--- src/rtl/mem_stage_ws.sv ---
// MEM pipeline stage: word-addressed data memory with a fixed number of wait
// states; stalls upstream via freeze and reports bad addresses on completion.
module mem_stage_ws #(
  parameter int DATA_W      = 32,
  parameter int REG_W       = 4,
  parameter int DEPTH       = 64,
  parameter int BASE_ADDR   = 1024,
  parameter int WAIT_CYCLES = 3
) (
  input  logic              clk,
  input  logic              rst,
  input  logic              WB_en_in,
  input  logic              MEM_r_en_in,
  input  logic              MEM_w_en_in,
  input  logic [REG_W-1:0]  dest_in,
  input  logic [DATA_W-1:0] alu_res_in,
  input  logic [DATA_W-1:0] val_rm,
  output logic              WB_en_out,
  output logic              MEM_r_en_out,
  output logic [REG_W-1:0]  dest_out,
  output logic [DATA_W-1:0] alu_res_out,
  output logic [DATA_W-1:0] data_mem_out,
  output logic              freeze,
  output logic              addr_err
);

  localparam int BOFF  = $clog2(DATA_W / 8);
  localparam int AW    = (DEPTH > 1) ? $clog2(DEPTH) : 1;
  localparam int CNT_W = (WAIT_CYCLES > 1) ? $clog2(WAIT_CYCLES) : 1;

  localparam logic [DATA_W-1:0] BASE     = DATA_W'(BASE_ADDR);
  localparam logic [DATA_W-1:0] DEPTH_W  = DATA_W'(DEPTH);
  localparam logic [DATA_W-1:0] BMASK    = DATA_W'((1 << BOFF) - 1);
  localparam logic [CNT_W-1:0]  CNT_INIT = CNT_W'((WAIT_CYCLES > 0) ? WAIT_CYCLES - 1 : 0);

  typedef enum logic {IDLE, BUSY} state_t;

  state_t            state_q, state_d;
  logic [CNT_W-1:0]  cnt_q, cnt_d;
  logic [DATA_W-1:0] mem_q [DEPTH];

  logic              req, is_load, is_store, bad, complete, mem_we;
  logic [DATA_W-1:0] off, idx_full;
  logic [AW-1:0]     idx;

  always_comb begin
    req      = MEM_r_en_in | MEM_w_en_in;
    is_store = MEM_w_en_in;
    is_load  = MEM_r_en_in & ~MEM_w_en_in;
    off      = alu_res_in - BASE;
    idx_full = off >> BOFF;
    idx      = idx_full[AW-1:0];
    bad      = (alu_res_in < BASE) | (idx_full >= DEPTH_W) | ((off & BMASK) != '0);
  end

  // Reset also masks freeze combinationally so an aborted access releases the pipe at once.
  always_comb begin
    state_d  = state_q;
    cnt_d    = cnt_q;
    complete = 1'b0;
    freeze   = 1'b0;
    if (!rst && req) begin
      if (WAIT_CYCLES == 0) begin
        complete = 1'b1;
      end else if (state_q == IDLE) begin
        freeze  = 1'b1;
        state_d = BUSY;
        cnt_d   = CNT_INIT;
      end else if (cnt_q != '0) begin
        freeze = 1'b1;
        cnt_d  = cnt_q - 1'b1;
      end else begin
        complete = 1'b1;
        state_d  = IDLE;
        cnt_d    = '0;
      end
    end else begin
      state_d = IDLE;
      cnt_d   = '0;
    end
  end

  always_comb begin
    dest_out     = dest_in;
    alu_res_out  = alu_res_in;
    WB_en_out    = freeze ? 1'b0 : WB_en_in;
    MEM_r_en_out = freeze ? 1'b0 : is_load;
    data_mem_out = '0;
    addr_err     = complete & bad;
    mem_we       = complete & is_store & ~bad;
    if (complete && is_load && !bad) begin
      data_mem_out = mem_q[idx];
    end
  end

  always_ff @(posedge clk or posedge rst) begin
    if (rst) begin
      state_q <= IDLE;
      cnt_q   <= '0;
    end else begin
      state_q <= state_d;
      cnt_q   <= cnt_d;
    end
  end

  always_ff @(posedge clk or posedge rst) begin
    if (rst) begin
      for (int i = 0; i < DEPTH; i++) begin
        mem_q[i] <= '0;
      end
    end else if (mem_we) begin
      mem_q[idx] <= val_rm;
    end
  end

endmodule

--- config.mk ---
export PLATFORM = sky130hd
export DESIGN_NAME = mem_stage_ws
export DESIGN_NICKNAME = d
export VERILOG_FILES = /design/src/rtl/mem_stage_ws.sv
export SDC_FILE = /design/constraint.sdc
export NUM_CORES = 2
export LEC_CHECK = 0
export CORE_UTILIZATION = 30
export CTS_CLUSTER_DIAMETER = 200
export DETAILED_ROUTE_END_ITERATION = 8
export PLACE_DENSITY = 0.49
export SETUP_SLACK_MARGIN = 0.4
export SLEW_MARGIN = 5
export SYNTH_ARGS = -nofsm -noshare
export SYNTH_HDL_FRONTEND = slang
export SYNTH_SLANG_ARGS = --single-unit
--- constraint.sdc ---
create_clock -name clk -period 92 [get_ports clk]
set_input_delay 13.8 -clock clk [delete_from_list [all_inputs] [get_ports clk]]
set_output_delay 13.8 -clock clk [all_outputs]
set_load 0.05 [all_outputs]
==> results.yml <==
timing:
  holdWs_ns: 0.464
  relSlewSlack_pct: 13.1
  hold_viol_final: 0
  clock.fmax_ghz: 0.0297
  worst_slew_pin_slew_ns: 1.30
  setup_tns_ns: 0
  finalCritPeriodShare_pct: 36.6
  rsz0062_at_grt: "no"
  setup_viol: 0
  post-route-min-period_ns: 33.67
  fin_skew_ns: 0.0908
  slew_viol_final: 0
setup_path:
  critical_path_required_ns: 78.20
  critical_path_class: "in2out"
  critPathLaunchType: "input pin"
  reg2reg_to: "mem_q[1975]"
  rr_startpoint: "cnt_q[1]"
  r2r_cells: 7
  worstPathArrival_ns: 19.87
  end_kind: "output port"
  r2r_setup_slack_ns: 87.52
  cp_max_fo: 47
place:
  dp_cells: 10685
  place_hpwl_um: 220000
  io_buffers: 136
  placed_area_mm2: 0.100
  routabilityCongestion: 0.820
logic_synthesis:
  syn_avg_cell_area_um2: 13.9
  synth_area_mm2: 0.0952
  synth_edf_count: 0
  synth.ff_latch_count: 2051
  syn_inst: 6873
  yosysWarningCount: 0
  ys.flop_type: "dfrtp_1"
  ys_types: 65
  async_reset_ff_share_pct: 100
  seq_area_frac_synth_pct: 53.9
  syn_nets: 6946
drt:
  drt_first_pass_iters: 6
  dr_wl_met3_um: 26400
  routed_wl_um: 385000
  vias: 63077
  met1Wirelength_um: 165000
  met2WireLength_um: 178000
  dr.max_layer_used: "met5"
  drt_iter0_markers: 6547
  viasPerCell: 5.68
  drc: 0
  wl_per_cell_um: 34.7
  ant_nets: 0
worst_hold_path:
  hold_path.class: "reg2reg"
  min_to: "mem_q[917]"
  min_from: "mem_q[917]"
  hold_depth: 2
clock_network:
  htreeDepth: 4
  clock_latency_ns: 0.93
  post_cts_buffers: 0
  cts_hold_buf: 0
  cts_buffer_depth: 3
  cts.repair.resized: 0
  root_buffer: "clkbuf_16"
  tritoncts: "done"
  cts.sinks: 2051
  clk_pin_slew_ns: 0.06
  cts-buffers-inserted: 228
global_routing:
  grt_pass1_vias: 64453
  grt_max_degree: 182
  antenna_found_initial: 31
  grt_first_pass_wirelength_um: 539000
  track_usage_pct: 24.0
  grt-ovfl-total: 0
final_layout:
  final_common_cell: "mux2_2"
  area_growth_pct: 13.1
  fin_area_mm2: 0.108
  nets: 6828
  final_cell_mix: "mux2_2 (2077), dfrtp_1 (2051), nand2_1 (324)"
  drive_above_1_share_pct: 43.2
  fillers: 30547
  finalNonFillerCells: 11106
die:
  core_mm2: 0.315
  rows: 206
  die_h_um: 565
  die_area_mm2: 0.320
  start_util_pct: 30.2
  dieWidth_um: 565
  ios: 145
pwr:
  power.density_mw_per_mm2: 18.1
  power_w: 0.00195
  ir_worst_vdd_mv: 0.0158
  power_leakage_nw: 52.1
job:
  drv_cap: 0
outcome:
  status: "finished, final reports clean"
## cells by family (layout without fill, tap and decap cells)
logic type | count (synthesis) | count (layout) | synth area share [%]
AO/OA/AOI/OAI | 888 | 888 | 6.61
XOR/XNOR | 1 | 1 | 0.00920
buffers and inverters | 773 | 841 | 4.11
flip-flops | 2051 | 2051 | 53.9
multiplexers | 2553 | 2553 | 31.7
other | 0 | 5 | 0
AND/OR/NAND/NOR | 607 | 607 | 3.67
## per-layer routing
metal	vias to the layer above	GRT usage, %
met5	-	0
met4	12	8.91
met3	690	3.92
met2	2661	38.4
met1	34585	32.6
li1	25129	-
## synth_stat cells (6+ instances only)
cell | instances | area share, %
buf_1 | 71 | 0.28
o21ai_0 | 95 | 0.50
o221ai_1 | 156 | 1.4
o22a_1 | 18 | 0.17
a2bb2oi_1 | 29 | 0.27
a221o_1 | 14 | 0.15
a211oi_1 | 20 | 0.16
buf_2 | 217 | 1.1
buf_4 | 56 | 0.44
dfrtp_1 | 2051 | 54
clkbuf_1 | 349 | 1.4
mux2_2 | 2077 | 25
nand4_1 | 11 | 0.072
a2111oi_0 | 12 | 0.11
a22oi_1 | 49 | 0.39
nor4_2 | 10 | 0.13
nor4_4 | 48 | 1.1
mux4_2 | 149 | 3.5
nor3_1 | 12 | 0.063
inv_1 | 10 | 0.039
a22o_1 | 13 | 0.12
mux2_1 | 141 | 1.7
nand3_1 | 7 | 0.037
nor2_1 | 106 | 0.42
nand2b_1 | 11 | 0.072
mux2i_1 | 186 | 2.0
nor4_1 | 16 | 0.11
a32oi_1 | 14 | 0.13
nor4b_1 | 6 | 0.055
a222oi_1 | 15 | 0.16
a21oi_1 | 110 | 0.58
buf_6 | 70 | 0.83
and2_1 | 8 | 0.053
nor2b_1 | 17 | 0.11
nand2_1 | 334 | 1.3
a221oi_1 | 30 | 0.28
o22ai_1 | 267 | 1.8
## critical path, cell delays in order
cell and delay, ns:
buf_8 0.31, buf_4 0.65, buf_4 0.75, nand2b_2 0.55, buf_4 0.63, o22ai_1 0.24
a222oi_1 0.38, a21oi_1 0.14, a311o_1 0.30, nor4_1 0.75, clkdlybuf4s50_1 0.97
## per-stage QoR
stage / worst slack, ns / util, %
final: 58.33 / 34.2
after global routing: 58.36 / 34.2
after CTS: 58.44 / 34.2
after detailed placement: 58.45 / 31.8
after global placement: 58.39 / 31.8
after floorplan: 11.21 / -
## power breakdown
group	switching, W	leakage [nW]	internal [W]
Sequential	0.0000000785	28.6	0.000902
Clock	0.000397	3.69	0.000523
Combinational	0.0000973	19.8	0.0000263
## worst max path at each step
stage               slack [ns]  cells after the start           from              end
finish                   58.33                     11  alu_res_in[4]  data_mem_out[9]
floorplan                11.21                      4            rst     MEM_r_en_out
global route             58.36                     11  alu_res_in[4]  data_mem_out[9]
detailed placement       58.45                     11  alu_res_in[4]  data_mem_out[9]
CTS                      58.44                     11  alu_res_in[4]  data_mem_out[9]
global placement         58.39                     11  alu_res_in[4]  data_mem_out[9]
## sequential cells by signal (all words and copies together) (netlist names)
register,flops
cnt_q,2
state_q,1
mem_q,2048
## final cells by class
type                            count  area [um2]  share of cell area, %
Clock inverter                     64         712                  0.661
Tap cell                         4160        5200                   4.83
Sequential cell                  2051       51300                   47.6
Clock buffer                      352        6770                   6.29
Inverter                           10        60.1                 0.0557
Timing Repair Buffer              415        3390                   3.14
Antenna cell                        5        12.5                 0.0116
Multi-Input combinational cell   4049       40300                   37.4
Note: power is estimated with default switching activity, not from simulation.
